[config.mk]
export PLATFORM = sky130hd
export DESIGN_NAME = dispense_ctrl
export DESIGN_NICKNAME = d
export VERILOG_FILES = /design/src/rtl/dispense_ctrl_pkg.sv /design/src/rtl/dispense_ctrl_cycle_timer.sv /design/src/rtl/dispense_ctrl.sv
export SDC_FILE = /design/constraint.sdc
export NUM_CORES = 1
export LEC_CHECK = 0
export CAP_MARGIN = 20
export CORE_MARGIN = 2
export CORE_UTILIZATION = 40
export CTS_CLUSTER_SIZE = 12
export DETAILED_ROUTE_END_ITERATION = 7
export GPL_ROUTABILITY_DRIVEN = 0
export PLACE_DENSITY_LB_ADDON = 0.3
export SYNTH_ARGS = -nofsm -noshare
export SYNTH_HDL_FRONTEND = slang
export SYNTH_SLANG_ARGS = --single-unit
[constraint.sdc]
create_clock -name clk -period 2 [get_ports clk]
set_clock_uncertainty 0.1 [all_clocks]
set_input_delay 0.3 -clock clk [delete_from_list [all_inputs] [get_ports clk]]
set_output_delay 0.3 -clock clk [all_outputs]
set_load 0.03 [all_outputs]
[src/rtl/dispense_ctrl_pkg.sv]
// Shared definitions for the drink dispenser controller.
//   - state_t        : controller FSM states
//   - TIMER_W        : width of the stage down-counter
//   - DEF_*          : default stage durations in clock cycles
//   - is_one_hot3()  : true when exactly one of three select bits is set
package dispense_ctrl_pkg;

   localparam int TIMER_W         = 8;
   localparam int DEF_HEAT_CYCLES = 8;
   localparam int DEF_POUR_A      = 4;
   localparam int DEF_POUR_B      = 6;
   localparam int DEF_POUR_C      = 8;

   typedef enum logic [2:0] {
      IDLE = 3'd0,
      HEAT = 3'd1,
      POUR = 3'd2,
      HOLD = 3'd3,
      ERR  = 3'd4
   } state_t;

   function automatic logic is_one_hot3(input logic [2:0] v);
      return (v == 3'b100) || (v == 3'b010) || (v == 3'b001);
   endfunction

endpackage

[src/rtl/dispense_ctrl_cycle_timer.sv]
// Stage duration down-counter.
//   clk, rst_n   : clock, synchronous active-low reset (count clears to 0)
//   load_i       : load load_val_i this cycle (takes priority over decrement)
//   load_val_i   : stage length in cycles
//   dec_i        : decrement enable; the count never goes below 0
//   last_o       : high while the count is 1, i.e. the final cycle of a stage
module cycle_timer
   import dispense_ctrl_pkg::*;
(
   input  logic               clk,
   input  logic               rst_n,
   input  logic               load_i,
   input  logic [TIMER_W-1:0] load_val_i,
   input  logic               dec_i,
   output logic               last_o
);

   logic [TIMER_W-1:0] count_q;
   logic [TIMER_W-1:0] count_d;

   always_comb begin
      count_d = count_q;
      if (load_i) begin
         count_d = load_val_i;
      end else if (dec_i && (count_q != '0)) begin
         count_d = count_q - 1'b1;
      end
   end

   always_ff @(posedge clk) begin
      if (!rst_n) begin
         count_q <= '0;
      end else begin
         count_q <= count_d;
      end
   end

   assign last_o = (count_q == TIMER_W'(1));

endmodule

[src/rtl/dispense_ctrl.sv]
// Drink dispenser sequencer: heat, pour for the latched drink's duration,
// hold until the cup is removed, with a fault state for bad selections or
// cup loss mid-service.
//   clk, rst_n   : clock, synchronous active-low reset
//   EES          : primary machine handoff (drink ready to transfer)
//   EA           : primary machine idle
//   sel[2:0]     : one-hot drink select, [2]=A, [1]=B, [0]=C
//   cup          : cup-present sensor
//   EF/EG/EH/err : high while in HEAT/POUR/HOLD/ERR (registered)
//   done         : one-cycle pulse when a served cup is removed
//   dbg_state_o  : current FSM state encoding
//
// Handshake: a service starts in IDLE on the first cycle with EES=1 and
// cup=1; EES and sel are ignored everywhere else. ERR is left only on a
// cycle with EA=1 and EES=0.
module dispense_ctrl
   import dispense_ctrl_pkg::*;
#(
   parameter int unsigned HEAT_CYCLES = DEF_HEAT_CYCLES,
   parameter int unsigned POUR_A      = DEF_POUR_A,
   parameter int unsigned POUR_B      = DEF_POUR_B,
   parameter int unsigned POUR_C      = DEF_POUR_C
) (
   input  logic       clk,
   input  logic       rst_n,
   input  logic       EES,
   input  logic       EA,
   input  logic [2:0] sel,
   input  logic       cup,
   output logic       EF,
   output logic       EG,
   output logic       EH,
   output logic       err,
   output logic       done,
   output logic [2:0] dbg_state_o
);

   localparam logic [TIMER_W-1:0] HEAT_LD = TIMER_W'(HEAT_CYCLES);
   localparam logic [TIMER_W-1:0] POUR_A_LD = TIMER_W'(POUR_A);
   localparam logic [TIMER_W-1:0] POUR_B_LD = TIMER_W'(POUR_B);
   localparam logic [TIMER_W-1:0] POUR_C_LD = TIMER_W'(POUR_C);

   state_t             state_q, state_d;
   logic [2:0]         sel_q, sel_d;
   logic               done_q, done_d;
   logic               ef_q, eg_q, eh_q, err_q;
   logic               tmr_load;
   logic [TIMER_W-1:0] tmr_val;
   logic               tmr_dec;
   logic               tmr_last;
   logic [TIMER_W-1:0] pour_len;

   cycle_timer u_timer (
      .clk        (clk),
      .rst_n      (rst_n),
      .load_i     (tmr_load),
      .load_val_i (tmr_val),
      .dec_i      (tmr_dec),
      .last_o     (tmr_last)
   );

   // sel_q is always one-hot once a service has started.
   always_comb begin
      case (sel_q)
         3'b100:  pour_len = POUR_A_LD;
         3'b010:  pour_len = POUR_B_LD;
         default: pour_len = POUR_C_LD;
      endcase
   end

   always_comb begin
      state_d  = state_q;
      sel_d    = sel_q;
      done_d   = 1'b0;
      tmr_load = 1'b0;
      tmr_val  = '0;
      tmr_dec  = 1'b0;
      case (state_q)
         IDLE: begin
            if (EES && cup) begin
               if (is_one_hot3(sel)) begin
                  sel_d    = sel;
                  tmr_load = 1'b1;
                  tmr_val  = HEAT_LD;
                  state_d  = HEAT;
               end else begin
                  state_d = ERR;
               end
            end
         end
         // Cup loss is checked before timer expiry so it wins on the last cycle.
         HEAT: begin
            if (!cup) begin
               state_d = ERR;
            end else if (tmr_last) begin
               tmr_load = 1'b1;
               tmr_val  = pour_len;
               state_d  = POUR;
            end else begin
               tmr_dec = 1'b1;
            end
         end
         POUR: begin
            if (!cup) begin
               state_d = ERR;
            end else if (tmr_last) begin
               state_d = HOLD;
            end else begin
               tmr_dec = 1'b1;
            end
         end
         HOLD: begin
            if (!cup) begin
               state_d = IDLE;
               done_d  = 1'b1;
            end
         end
         ERR: begin
            if (EA && !EES) begin
               state_d = IDLE;
            end
         end
         default: state_d = IDLE;
      endcase
   end

   // Outputs are registered from the next state so they line up with state_q.
   always_ff @(posedge clk) begin
      if (!rst_n) begin
         state_q <= IDLE;
         sel_q   <= 3'b000;
         done_q  <= 1'b0;
         ef_q    <= 1'b0;
         eg_q    <= 1'b0;
         eh_q    <= 1'b0;
         err_q   <= 1'b0;
      end else begin
         state_q <= state_d;
         sel_q   <= sel_d;
         done_q  <= done_d;
         ef_q    <= (state_d == HEAT);
         eg_q    <= (state_d == POUR);
         eh_q    <= (state_d == HOLD);
         err_q   <= (state_d == ERR);
      end
   end

   assign EF          = ef_q;
   assign EG          = eg_q;
   assign EH          = eh_q;
   assign err         = err_q;
   assign done        = done_q;
   assign dbg_state_o = state_q;

endmodule

==> impl_metrics.tcl <==
set metrics [dict create \
    setup_slack_ps 84.58 \
    slowest_stage "clkdlybuf4s50_1" \
    grt.overflow.total 0 \
    cts_max_level 1 \
    dp_hpwl_mm 1.612 \
    required_ps 1600 \
    hold_viol_final 0 \
    yosysWarnings 0 \
    ant_nets 0 \
    path_cells "buf_4 > clkdlybuf4s50_1" \
    grt_usage_pct 16.08 \
    syn_area_um2 978.4 \
    critPathKind "reg -> out" \
    m1WireLength_um 943 \
    dp_slack_ps -146.2 \
    critPathCaptureType "output pin" \
    grt_pass1_vias 815 \
    p_leak_uw 0.0005290 \
    peakVddDrop_mv 0.3656 \
    min-delay-start "sel_q[1]$_SDFFE_PN0P_" \
    critPathTopFamily "buffers and inverters" \
    grt_pass1_wl_mm 3.332 \
    die_area_um2 2858 \
    dp_cells 166 \
    syn_inst 113 \
    drive_above_1_share_pct 16.90 \
    nFillCells 210 \
    rsz0062_at_grt "false" \
    cts_made_buffers 3 \
    min_path_type "reg -> reg" \
    synth_edf_count 0 \
    synth_top_area_cell "dfxtp_1" \
    fin_cells 170 \
    cts_tree "done" \
    synth_top_area_share_pct 38.87 \
    critPathMaxStageDelay_ps 670 \
    met3RoutedLength_um 79 \
    synthFlopType "dfxtp_1" \
    critPathLaunchType "flip-flop" \
    synth-async-reset-ratio_pct 0 \
    layout_min_cycle_time_ps 1915 \
    maxSlewHeadroom_pct 70.08 \
    final_net_count 153 \
    seq_area_um2 380.4 \
    whs_ps 404.4 \
    insertion_delay_ps 290 \
    coreArea_um2 2255 \
    die_y_um 53.46 \
    outcome "complete, no violations" \
    synth.avg_cell_area_um2 8.659 \
    clk_pin_slew_ps 110 \
    via_per_inst 5.200 \
    antenna_found_initial 0 \
    grt_max_degree 12 \
    die_x_um 53.46 \
    arrival_ps 1520 \
    layout_commonest_cell "dfxtp_1" \
    power_density_nw_per_um2 555.9 \
    synth_cell_types 39 \
    ys_seq_area_share_pct 38.87 \
    first_pass_iters 4 \
    layout_common_cells "dfxtp_1 (19), nor2_1 (16), clkdlybuf4s50_1 (14), buf_4 (11), nand2_1 (9)" \
    maxUsedRoutingLayer "met4" \
    setup_viol 0 \
    worstMarginPinSlew_ps 445.4 \
    std_cell_rows 17 \
    wl_per_cell_um 12.06 \
    drv_slew 0 \
    io_buffers 15 \
    syn_nets 123 \
    antenna_cells 0 \
    cts_buffer_depth 2 \
    multiInputGateArea_um2 586.8 \
    dr_total_vias 884 \
    syn_to_final_growth_pct 30.82 \
    final_area_um2 1280 \
    root_buffer "clkbuf_4" \
    timing.fmax_mhz 522.1 \
    wl_mm 2.050 \
    post-route-drc-count 0 \
    critPathLaunch "dbg_state_o[0]$_SDFF_PN0_" \
    cts_sinks 19 \
    drt-initial-drc-count 12 \
    synth_area_leaders "dfxtp_1 (39%), nor2_1 (6.1%), xnor2_1 (4.5%)" \
    placed_area_um2 1242 \
    initial_core_util_pct 43.40 \
    cp_max_fo 6 \
    route.met2.wl_mm 1.001 \
    finalCritPeriodShare_pct 95.77 \
    r2r-start "u_timer.count_q[0]$_SDFFE_PN0P_" \
    ios 16 \
    drv_cap 0 \
    utilization_pct 56.77 \
    ys_seq_elements 19 \
    crit_buf_inv 2 \
]
[logic make-up (layout without fill, tap and decap cells)]
kind of cell | after synthesis | count (layout) | share of synthesized area [%]
adder cells (fa/ha/maj) | 2 | 2 | 2.557
flip-flops | 19 | 19 | 38.87
AND/OR/NAND/NOR | 61 | 61 | 35.81
multiplexers | 2 | 2 | 2.046
buffers and inverters | 5 | 34 | 1.917
AO/OA/AOI/OAI | 17 | 17 | 12.53
XOR/XNOR | 7 | 7 | 6.266
[worst min-delay path, stage by stage, from the launching register on]
cell and delay, ps:
dfxtp_1 340, nand2_1 60, a21boi_0 70
[sequential cells by signal (all words and copies together), names as in the netlist]
register,flops
EH,1
err,1
EF,1
u_timer.count_q,8
sel_q,3
dbg_state_o,3
done,1
EG,1
[Yosys cell counts, types with 3 or more instances]
library cell and n:
nor2b_1 3, or3_1 4, a21boi_0 3, inv_1 4
a21oi_1 3, dfxtp_1 19, o21ai_0 3, nor3_1 6
xnor2_1 5, nor2_1 16, and2_1 4, nand2_1 9
[routing by layer]
layer  GRT usage [%]  vias up
li1                -      460
met1           19.07      405
met2           28.40       15
met3           3.390        4
met4           5.128        0
met5               0        -
[area by class of cell]
type,count,area share [%]
Multi-Input combinational cell,89,45.85
Sequential cell,19,29.72
Timing Repair Buffer,26,18.38
Tap cell,28,2.737
Clock buffer,3,1.760
Inverter,4,1.173
Clock inverter,1,0.3910
[stage by stage]
stage / setup TNS [ps] / power (uW)
floorplan: 0 / 470.6
global placement: -628.7 / 524.5
detailed placement: -707.5 / 526.4
CTS: 0 / 716.2
global route: 0 / 749.5
finish: 0 / 711.5
[path summary, 6_finish.rpt]
check / end / slack (ps) / cells after the start
max: dbg_state_o[0] / 80 / 2
min: sel_q[1]$_SDFFE_PN0P_ / 400 / 2
max reg2reg: u_timer.count_q[1]$_SDFFE_PN0P_ / 120 / 6
min reg2reg: sel_q[1]$_SDFFE_PN0P_ / 400 / 2
[power breakdown]
| group | switching [uW] | internal (uW) | total, uW |
|---|---|---|---|
| sequential | 8.31 | 388 | 396 |
| clock | 118 | 74.4 | 192 |
| combinational | 62.3 | 60.3 | 123 |
[timing repair]
| item | 4_1_cts | 5_1_grt |
|---|---|---|
| resized for setup | 0 | 2 |
| hold buffers | 0 | 0 |
| endpoints found under the setup margin | 0 | 1 |
| hold endpoints to repair | 0 | 0 |
| setup buffers | 0 | 0 |
Power figures use the tool's default switching activity.
